`config.mk`:
```
export PLATFORM = sky130hd
export DESIGN_NAME = hex_page_scheduler_flat
export DESIGN_NICKNAME = d
export VERILOG_FILES = /design/src/rtl/hex_page_scheduler_if.sv /design/src/rtl/hex_page_scheduler.sv /design/src/flat_wrapper.sv
export SDC_FILE = /design/constraint.sdc
export NUM_CORES = 1
export LEC_CHECK = 0
export CAP_MARGIN = 20
export CORE_MARGIN = 10
export CORE_UTILIZATION = 44
export CTS_CLUSTER_DIAMETER = 30
export DETAILED_ROUTE_END_ITERATION = 16
export PLACE_DENSITY_LB_ADDON = 0.3
export REMOVE_ABC_BUFFERS = 1
export SLEW_MARGIN = 40
export SYNTH_ARGS = -nofsm -noshare
export SYNTH_HDL_FRONTEND = slang
export SYNTH_SLANG_ARGS = --single-unit
```
`constraint.sdc`:
```
create_clock -name clock -period 2.1 [get_ports clock]
set_clock_uncertainty 0.15 [all_clocks]
set_input_delay 0.42 -clock clock [delete_from_list [all_inputs] [get_ports clock]]
set_output_delay 0.42 -clock clock [all_outputs]
set_load 0.05 [all_outputs]
```
`src/rtl/hex_page_scheduler_if.sv`:
```
// Bus bundle for the 7-segment page scheduler: eight debug source bytes,
// mode controls and the raw pushbutton in; selected page and its two bytes out.
interface hex_page_scheduler_if;
  logic [7:0] in0;
  logic [7:0] in1;
  logic [7:0] in2;
  logic [7:0] in3;
  logic [7:0] in4;
  logic [7:0] in5;
  logic [7:0] in6;
  logic [7:0] in7;
  logic       auto_en;
  logic       next_n;
  logic       hold;
  logic [1:0] page;
  logic [7:0] out0;
  logic [7:0] out1;
  logic       upd;

  // Source side: drives debug bytes and controls, observes the display bytes.
  modport master (
    output in0, in1, in2, in3, in4, in5, in6, in7,
    output auto_en, next_n, hold,
    input  page, out0, out1, upd
  );

  // Scheduler side.
  modport slave (
    input  in0, in1, in2, in3, in4, in5, in6, in7,
    input  auto_en, next_n, hold,
    output page, out0, out1, upd
  );
endinterface

```
`src/rtl/hex_page_scheduler.sv`:
```
// Page scheduler for the 7-segment debug display. Selects one of four
// two-byte pages from eight debug sources, advancing on a dwell timer or a
// debounced active-low pushbutton, with a hold input that freezes everything
// visible. Outputs are registered one cycle behind the page register.
module hex_page_scheduler #(
  parameter int DWELL    = 50_000_000,
  parameter int DEBOUNCE = 1_000_000
) (
  input logic                  clock,
  input logic                  reset,
  hex_page_scheduler_if.slave  bus
);

  localparam int DW_W = (DWELL    > 2) ? $clog2(DWELL)    : 1;
  localparam int DB_W = (DEBOUNCE > 2) ? $clog2(DEBOUNCE) : 1;
  localparam logic [DW_W-1:0] DWELL_LAST = DW_W'(DWELL - 1);
  localparam logic [DB_W-1:0] DB_LAST    = DB_W'(DEBOUNCE - 1);

  localparam logic [1:0] P0 = 2'd0;
  localparam logic [1:0] P1 = 2'd1;
  localparam logic [1:0] P2 = 2'd2;
  localparam logic [1:0] P3 = 2'd3;

  logic            s1_q, s2_q;
  logic            db_q, db_d;
  logic [DB_W-1:0] db_cnt_q, db_cnt_d;
  logic [DW_W-1:0] dw_cnt_q, dw_cnt_d;
  logic [1:0]      page_q, page_d;
  logic [1:0]      shown_q;
  logic [7:0]      out0_q, out1_q;
  logic [7:0]      sel0, sel1;
  logic            upd_q;
  logic            db_flip, press, tick, advance;

  // Two-flop synchronizer; only s2_q is used downstream.
  always_ff @(posedge clock) begin
    if (reset) begin
      s1_q <= 1'b1;
      s2_q <= 1'b1;
    end else begin
      s1_q <= bus.next_n;
      s2_q <= s1_q;
    end
  end

  // db flips on the edge the mismatch count has reached its last value;
  // only the falling flip (button pressed) is an event.
  assign db_flip = (s2_q != db_q) && (db_cnt_q == DB_LAST);
  assign press   = db_flip && !s2_q;

  // Debounce next-state: count mismatched cycles, clear on match or on flip.
  always_comb begin
    db_d     = db_q;
    db_cnt_d = '0;
    if (s2_q != db_q) begin
      if (db_flip) begin
        db_d     = s2_q;
        db_cnt_d = '0;
      end else begin
        db_cnt_d = db_cnt_q + DB_W'(1);
      end
    end
  end

  // Debounce state registers.
  always_ff @(posedge clock) begin
    if (reset) begin
      db_q     <= 1'b1;
      db_cnt_q <= '0;
    end else begin
      db_q     <= db_d;
      db_cnt_q <= db_cnt_d;
    end
  end

  // A tick and a press in the same cycle collapse into a single advance.
  assign tick    = bus.auto_en && !bus.hold && (dw_cnt_q == DWELL_LAST);
  assign advance = !bus.hold && (tick || press);

  // Dwell next-state: idle at 0 in manual mode, frozen under hold,
  // restarted by a press so a manual advance gets a full dwell period.
  always_comb begin
    dw_cnt_d = dw_cnt_q;
    if (!bus.auto_en)      dw_cnt_d = '0;
    else if (bus.hold)     dw_cnt_d = dw_cnt_q;
    else if (press || tick) dw_cnt_d = '0;
    else                   dw_cnt_d = dw_cnt_q + DW_W'(1);
  end

  // Page state machine next-state: P0 -> P1 -> P2 -> P3 -> P0.
  always_comb begin
    page_d = page_q;
    if (advance) begin
      case (page_q)
        P0:      page_d = P1;
        P1:      page_d = P2;
        P2:      page_d = P3;
        default: page_d = P0;
      endcase
    end
  end

  // Dwell counter and page state registers.
  always_ff @(posedge clock) begin
    if (reset) begin
      dw_cnt_q <= '0;
      page_q   <= P0;
    end else begin
      dw_cnt_q <= dw_cnt_d;
      page_q   <= page_d;
    end
  end

  // Source pair selected by the registered page.
  always_comb begin
    sel0 = bus.in0;
    sel1 = bus.in1;
    case (page_q)
      P0:      begin sel0 = bus.in0; sel1 = bus.in1; end
      P1:      begin sel0 = bus.in2; sel1 = bus.in3; end
      P2:      begin sel0 = bus.in4; sel1 = bus.in5; end
      default: begin sel0 = bus.in6; sel1 = bus.in7; end
    endcase
  end

  // Output stage: reload every unheld cycle; upd flags a change of page
  // relative to the page last loaded, not a change of data.
  always_ff @(posedge clock) begin
    if (reset) begin
      out0_q  <= 8'h00;
      out1_q  <= 8'h00;
      shown_q <= P0;
      upd_q   <= 1'b0;
    end else if (!bus.hold) begin
      out0_q  <= sel0;
      out1_q  <= sel1;
      shown_q <= page_q;
      upd_q   <= (page_q != shown_q);
    end else begin
      upd_q   <= 1'b0;
    end
  end

  assign bus.page = page_q;
  assign bus.out0 = out0_q;
  assign bus.out1 = out1_q;
  assign bus.upd  = upd_q;

endmodule

```
`src/flat_wrapper.sv`:
```
// flat-port wrapper written by rule: the top's interface ports become plain ports
module hex_page_scheduler_flat 
#(
  parameter int DWELL    = 50_000_000,
  parameter int DEBOUNCE = 1_000_000
)
  (clock, reset, bus_in0, bus_in1, bus_in2, bus_in3, bus_in4, bus_in5, bus_in6, bus_in7, bus_auto_en, bus_next_n, bus_hold, bus_page, bus_out0, bus_out1, bus_upd);
  hex_page_scheduler_if bus_i ();
  input logic clock;
  input logic reset;
  input wire logic [$bits(bus_i.in0)-1:0] bus_in0;
  input wire logic [$bits(bus_i.in1)-1:0] bus_in1;
  input wire logic [$bits(bus_i.in2)-1:0] bus_in2;
  input wire logic [$bits(bus_i.in3)-1:0] bus_in3;
  input wire logic [$bits(bus_i.in4)-1:0] bus_in4;
  input wire logic [$bits(bus_i.in5)-1:0] bus_in5;
  input wire logic [$bits(bus_i.in6)-1:0] bus_in6;
  input wire logic [$bits(bus_i.in7)-1:0] bus_in7;
  input wire logic [$bits(bus_i.auto_en)-1:0] bus_auto_en;
  input wire logic [$bits(bus_i.next_n)-1:0] bus_next_n;
  input wire logic [$bits(bus_i.hold)-1:0] bus_hold;
  output wire logic [$bits(bus_i.page)-1:0] bus_page;
  output wire logic [$bits(bus_i.out0)-1:0] bus_out0;
  output wire logic [$bits(bus_i.out1)-1:0] bus_out1;
  output wire logic [$bits(bus_i.upd)-1:0] bus_upd;
  assign bus_i.in0 = bus_in0;
  assign bus_i.in1 = bus_in1;
  assign bus_i.in2 = bus_in2;
  assign bus_i.in3 = bus_in3;
  assign bus_i.in4 = bus_in4;
  assign bus_i.in5 = bus_in5;
  assign bus_i.in6 = bus_in6;
  assign bus_i.in7 = bus_in7;
  assign bus_i.auto_en = bus_auto_en;
  assign bus_i.next_n = bus_next_n;
  assign bus_i.hold = bus_hold;
  assign bus_page = bus_i.page;
  assign bus_out0 = bus_i.out0;
  assign bus_out1 = bus_i.out1;
  assign bus_upd = bus_i.upd;
  hex_page_scheduler #(.DWELL(DWELL), .DEBOUNCE(DEBOUNCE)) u_core (.clock(clock), .reset(reset), .bus(bus_i));
endmodule
```
==> results of run 1 <==
placed cells by master, fill, tap and decap left out, types with 3 or more instances in the layout:
cell type	count
nor4_1	3
mux2i_1	20
o21ai_0	20
dfxtp_2	6
nor2_4	5
clkbuf_8	9
nand2_1	39
nand3_1	18
ha_1	5
or2_2	3
nor2_1	63
a21oi_1	5
a222oi_1	16
nor3_1	9
nor2_2	3
xnor2_1	14
buf_4	49
dfxtp_1	64
inv_1	7
xor2_1	28
nand4b_1	3
clkdlybuf4s50_1	75
nand4_1	7
and4_1	4
layout make-up:
type                       instances  area [um2]  area share
multi-input combinational        294        1933      0.3939
clock buffer                      10       127.6     0.02601
inverter                           8       30.03    0.006119
clock inverter                     6       86.33     0.01759
tap                               99       123.9     0.02524
sequential                        70        1409      0.2871
timing repair buffer             128        1197      0.2440
flip-flops by register name, indices dropped and copies added (netlist names):
| name | cells |
|---|---|
| u_core.bus.out0 | 8 |
| u_core.s2_q | 1 |
| u_core.db_q | 1 |
| u_core.bus.page | 2 |
| u_core.s1_q | 1 |
| u_core.dw_cnt_q | 26 |
| u_core.shown_q | 2 |
| u_core.bus.out1 | 8 |
| u_core.bus.upd | 1 |
| u_core.db_cnt_q | 20 |
routing by layer:
metal	vias to the layer above	track usage	routed length, um
li1	1618	-	-
met1	1486	0.1928	4281
met2	111	0.2611	4461
met3	17	0.03772	674
met4	0	0.07634	202
met5	-	0	0
worst register-to-register path: cells and delay by family, from the launching register on:
| family | cells | cell delay [ns] |
|---|---|---|
| AND/OR/NAND/NOR | 4 | 1.14 |
| flip-flops | 1 | 0.36 |
| buffers and inverters | 2 | 0.22 |
| adder cells (fa/ha/maj) | 1 | 0.14 |
power by group through the flow:
stage	Clock, uW	Combinational, uW	Sequential (uW)
final	1160	348	1360
after CTS	1200	334	1360
after global routing	1250	370	1360
after floorplan	0	58.3	1450
after detailed placement	0	332	1390
after global placement	0	330	1390
through the flow:
step,setup TNS [ns],total power [uW],area (um2)
6_report,-0.05492,2874,4907
5_1_grt,-1.088,2981,4907
4_1_cts,-0.03483,2891,4775
3_5_place_dp,-10.28,1723,4552
3_3_place_gp,-9.145,1720,4552
2_1_floorplan,-1.972,1511,3279
worst max path at each step:
stage | end | from | cells past startpoint | slack (ns)
after floorplan | u_core.dw_cnt_q[0] | u_core.dw_cnt_q[0] | 6 | -0.09
after global placement | u_core.dw_cnt_q[16] | bus_hold | 6 | -0.34
after detailed placement | u_core.dw_cnt_q[16] | bus_hold | 6 | -0.39
after CTS | u_core.dw_cnt_q[17] | u_core.db_cnt_q[0] | 7 | -0.02
after global routing | u_core.dw_cnt_q[15] | u_core.db_cnt_q[0] | 7 | -0.06
final | u_core.dw_cnt_q[15] | u_core.db_cnt_q[0] | 7 | -0.01
repair_timing:
item	in CTS	in global routing
gates cloned	0	2
pin swaps	0	8
hold endpoints to repair	0	0
setup endpoints to repair	23	27
gates resized for setup	4	23
kinds of logic after synthesis:
group / after synthesis
AO/OA/AOI/OAI: 48
XOR/XNOR: 42
AND/OR/NAND/NOR: 178
multiplexers: 20
adder cells (fa/ha/maj): 6
flip-flops: 70
buffers and inverters: 29
==> run metrics, run 1 <==
Post-CTS Setup Inserts=0; Net Switching=664.5 uW; Overall Global Routing Usage=0.1597; hold crit path type=reg2reg; starting density of the core=0.4584; worst hold stages=1; dpl hpwl=6997 um; antenna viol nets, final=0; number of port buffers=87; synth-to-layout area growth=45.26%; FMAX=0.4729 GHz; RSZ-0062 raised after global routing=yes; Hold Path Origin=u_core.s1_q; power share of the combinational group=0.121; Seq pwr share=0.473; RR Startpoint=u_core.db_cnt_q[0]; Num CTS Buffers=9; placed cell count=597; top-level I/O count=88; Post-synth top cells=71 x nor2_1, 70 x dfxtp_1, 39 x nand2_1; Post-synth ARST share=0; Yosys top cell by area=dfxtp_1; Leakage=0.001841 uW; initial antenna violation count=0; fin crit period=2.115 ns; Reg2Reg Setup Slack=-0.01 ns; Crit Path Class=reg2reg; Post-Route WL=9620 um; fraction of layout cells with a size suffix above 1=0.1802; Critical Path AT=2.20 ns; synth warn=0; Crit Path Max Fanout=5; worst hold slack=0.2626 ns; RR Endpoint=u_core.dw_cnt_q[15]; R2R cell count=7; Final Non-Filler Cells=615; std cell rows=31; layout filler cell count=611; cts-stage hold buffer count=0; final cycle utilization of the critical path=1.007; cells after synthesis=393; sequential share of the synthesized area=0.4148; Reg clk slew, reported paths=0.08 ns; sink of the worst hold path=u_core.s2_q; clk_lat worst skew=0.35 ns; CP max stage cell=or4_4; failing checks=setup timing; Post-synth EDFFs=0; TritonRoute pass-1 iters=5; final hold vios=0; slew margin rel.=0.5274; GP Congestion=0.8542; Clk pwr share=0.405; Cell Int Power=2209 uW; wire per inst=15.64 um; via count=3232; H-tree levels=3; first-pass GRT wire length=15050 um; largest stage delay on the critical path=0.55 ns; Worst path top cell family by delay=simple AND/OR/NAND/NOR gates; clock root cell=clkbuf_8; Compound-Gate Fraction of Synth Area=0.09963; post-synthesis adder-cell area fraction=0.02222; mux contribution to synthesized area=0.05926; Slew @ Worst Pin=0.7089 ns; Die W=107.6 um; Synth Cell Area=3378 um2; Mapped Avg Cell Area=8.596 um2; vias in the first global route=3156; xor and xnor area share after synthesis=0.1089; largest family of logic cells by synthesized area=simple AND/OR/NAND/NOR gates; clk buf depth=2; Die ar.=11580 um2; top cell type's share of synthesized area=0.4148; cell area power density=585.7 nW/um2; CTS sink cnt=70; Residual DRC=0; grt total ovfl=0; Synth Flop Type=dfxtp_1; number of diodes=0; worst-path cell chain=ha_4 > inv_2 > or4_4 > or3_4 > nand3_4 > clkbuf_16 > nor2_2; CP startpoint kind=register; CTS tree=built; top cells by area, synth=dfxtp_1 41%, nor2_1 7.9%, xor2_1 7.3%, mux2i_1 5.9%, a222oi_1 4.7%; kind of end point of the critical path=register; VDD IR-drop max=0.0003101 V; #FFs+latches synth=70; status=complete, but fails checks; nets=586; Die Y=107.6 um; max-slew violation count=0; Setup WS pre-CTS=-0.3864 ns; maxcap violations=0; vias per cell=5.255; largest net degree at the start of global routing=33; DR iter-0 viols=161; fin worst setup slack=-0.01470 ns; CP Buf/Inv Count=2; core area=7370 um2; Final Util=0.6659; most numerous cell in the Yosys netlist=nor2_1; Yosys cell types=40; switching part of the total=0.2312; CP required=2.18 ns; setup violators final=11; Simple-Gate Fraction of Synth Area=0.2570
No activity file was read; power rests on OpenSTA's default activity.
==> run 2, diff against run 1 <==
--- a/config.mk
+++ b/config.mk
@@ -12,3 +12,3 @@
 export DETAILED_ROUTE_END_ITERATION = 16
-export PLACE_DENSITY_LB_ADDON = 0.3
+export PLACE_DENSITY_LB_ADDON = 0.25
 export REMOVE_ABC_BUFFERS = 1
==> constraint.sdc (replaced) <==
create_clock -name clock -period 2.1 [get_ports clock]
set_clock_uncertainty 0.15 [all_clocks]
set_input_delay 0.63 -clock clock [delete_from_list [all_inputs] [get_ports clock]]
set_output_delay 0.63 -clock clock [all_outputs]
set_load 0.05 [all_outputs]
==> run 2 against run 1 <==
  * The run still ends with setup timing left
  * Global-route usage is 0.13 points higher
  * Largest cell class unchanged
  * Final area increased by 0.46%
  * Routed wire length increased by 0.68%
  * Sequential cell count is the same
==> run metrics, run 2 (synthesis gave the netlist of run 1 again) <==
wire per inst=15.62 um (-0.14%); Largest Register=u_core.dw_cnt_q; clk buf depth=2 (unchanged); synth-to-layout area growth=45.93%; Residual DRC=0 (unchanged); vias in the first global route=3114 (-1.3%); Die ar.=11580 um2 (unchanged); TritonRoute pass-1 iters=5 (unchanged); status=complete, but fails checks; cell area power density=614.7 nW/um2 (+5.0%); most frequent cells in the layout=67 x clkdlybuf4s50_1, 67 x dfxtp_1, 66 x nor2_1, 60 x buf_4, 39 x nand2_1; worst hold stages=1 (unchanged); layout filler cell count=605 (-0.98%); Critical Path AT=2.23 ns (+0.03 ns); nets=591 (+0.85%); CTS sink cnt=70 (unchanged); clk_lat worst skew=0.35 ns (about the same); Crit Path Class=reg2reg; Final Util=0.6689 (+0.003056); max-slew violation count=0 (unchanged); CTS tree=built; FMAX=0.4687 GHz (-0.87%); number of diodes=0 (unchanged); Setup WS pre-CTS=-0.6109 ns (-0.2245 ns); Crit Path Max Fanout=6 (+1); placed cell count=599 (+0.34%); CP max stage cell=or4_4; RR Endpoint=u_core.dw_cnt_q[0]; failing checks=setup timing; via count=3251 (+0.59%); R2R cell count=6 (-1); maxcap violations=0 (unchanged); Num CTS Buffers=9 (unchanged); Overall Global Routing Usage=0.1610 (+0.001279); number of port buffers=87 (unchanged); fraction of layout cells with a size suffix above 1=0.2015 (+0.02130); antenna viol nets, final=0 (unchanged); Hold Path Origin=u_core.s1_q; Reg2Reg Setup Slack=-0.03 ns (-0.02 ns); fin crit period=2.133 ns (+0.01865 ns); Regs by FF count=u_core.dw_cnt_q (26), u_core.db_cnt_q (20); RR Startpoint=u_core.db_cnt_q[13]; Worst path top cell family by delay=simple AND/OR/NAND/NOR gates; clock root cell=clkbuf_8; H-tree levels=3 (unchanged); slew margin rel.=0.5493 (+0.02193); top-level I/O count=88 (unchanged); sink of the worst hold path=u_core.s2_q; Slew @ Worst Pin=0.6760 ns (-0.03290 ns); core area=7370 um2 (unchanged); std cell rows=31 (unchanged); largest stage delay on the critical path=0.58 ns (+0.03 ns); CP required=2.19 ns (about the same); Die W=107.6 um (unchanged); dpl hpwl=7123 um (+1.8%); RSZ-0062 raised after global routing=yes; Die Y=107.6 um (unchanged); vias per cell=5.244 (-0.22%); DR iter-0 viols=254 (+58%); cts-stage hold buffer count=0 (unchanged); Post-Route WL=9685 um (+0.68%); initial antenna violation count=0 (unchanged); VDD IR-drop max=0.0003720 V (+20%); final cycle utilization of the critical path=1.016 (+0.008882); Reg clk slew, reported paths=0.08 ns (about the same); largest net degree at the start of global routing=23 (-30%); worst-path cell chain=nand4bb_1 > or4_4 > or3_4 > nand3_4 > clkbuf_16 > nor2_1; Leakage=0.001887 uW (+2.5%); hold crit path type=reg2reg; starting density of the core=0.4584 (unchanged); GP Congestion=0.8241 (-3.5%); grt total ovfl=0 (unchanged); CP Buf/Inv Count=1 (-1); fin worst setup slack=-0.03335 ns (-0.01865 ns); number of flip-flops in the largest register=26 (unchanged); setup violators final=17 (+6); first-pass GRT wire length=15260 um (+1.4%); final hold vios=0 (unchanged); Crit. path cell count=6 (-1); Final Non-Filler Cells=620 (+0.81%); kind of end point of the critical path=register; CP startpoint kind=register
run 2: cell types whose count changed in the layout (fill, tap and decap cells not counted), sizes merged:
cell / change
clkdlybuf4s50: -8
clkinvlp: -1
bufinv: +1
buf: +14
dlygate4sd2: -1
run 2: through the flow:
stage          cell area (um2)  setup TNS (ns)  hold slack [ns]  total power [uW]
6_report                  4930         -0.3750           0.2743              3030
5_1_grt                   4930          -2.144           0.2756              3132
4_1_cts                   4825         -0.6476           0.2753              3039
3_5_place_dp              4572          -18.31           0.2440              1720
3_3_place_gp              4572          -16.97           0.2483              1715
2_1_floorplan             3279          -6.786           0.2395              1511
run 2: cell type report:
type / count / area (um2) / area share
Sequential cell: 70 / 1405 / 0.2850
Clock buffer: 10 / 137.6 / 0.02792
Timing Repair Buffer: 133 / 1222 / 0.2480
Clock inverter: 6 / 108.9 / 0.02208
Multi-Input combinational cell: 294 / 1902 / 0.3858
Inverter: 8 / 30.03 / 0.006091
Tap cell: 99 / 123.9 / 0.02513
run 2: report_power, final:
part	switching, uW	internal (uW)	leakage (uW)
registers	11.9	1350	0.000569
clock network	509	819	0.000126
logic	152	189	0.00119
run 2: worst max-delay path by stage:
stage | slack [ns] | startpoint | end
after floorplan | -0.28 | bus_hold | u_core.dw_cnt_q[0]
after global placement | -0.57 | bus_hold | u_core.dw_cnt_q[24]
after detailed placement | -0.61 | bus_hold | u_core.dw_cnt_q[24]
after CTS | -0.04 | u_core.db_cnt_q[1] | u_core.dw_cnt_q[1]
after global routing | -0.08 | u_core.db_cnt_q[13] | u_core.dw_cnt_q[16]
final | -0.03 | u_core.db_cnt_q[13] | u_core.dw_cnt_q[0]
run 2: layer usage:
metal / routed length, um / GRT usage
met3: 610 / 0.03772
met5: 0 / 0
met1: 4424 / 0.1994
met4: 114 / 0.05439
met2: 4536 / 0.2676
run 2: worst reg2reg max path, cell delays in order, from the launching register on:
cell	delay (ns)
dfxtp_2	0.33
nand4bb_1	0.20
or4_4	0.58
or3_4	0.43
nand3_4	0.12
clkbuf_16	0.17
nor2_1	0.04
run 2: what timing repair did:
action / 4_1_cts / 5_1_grt
gates resized for setup: 3 / 17
cloned: 0 / 2
setup buffers: 0 / 3
pin swaps: 0 / 10
endpoints found under the setup margin: 29 / 62
hold endpoints to repair: 0 / 0
==> run 3, diff against run 2 <==
Settings changed: CTS_CLUSTER_DIAMETER 30 to not set.
==> results of run 3 <==
Final layout, timing and power as in run 2 (identical DEF).
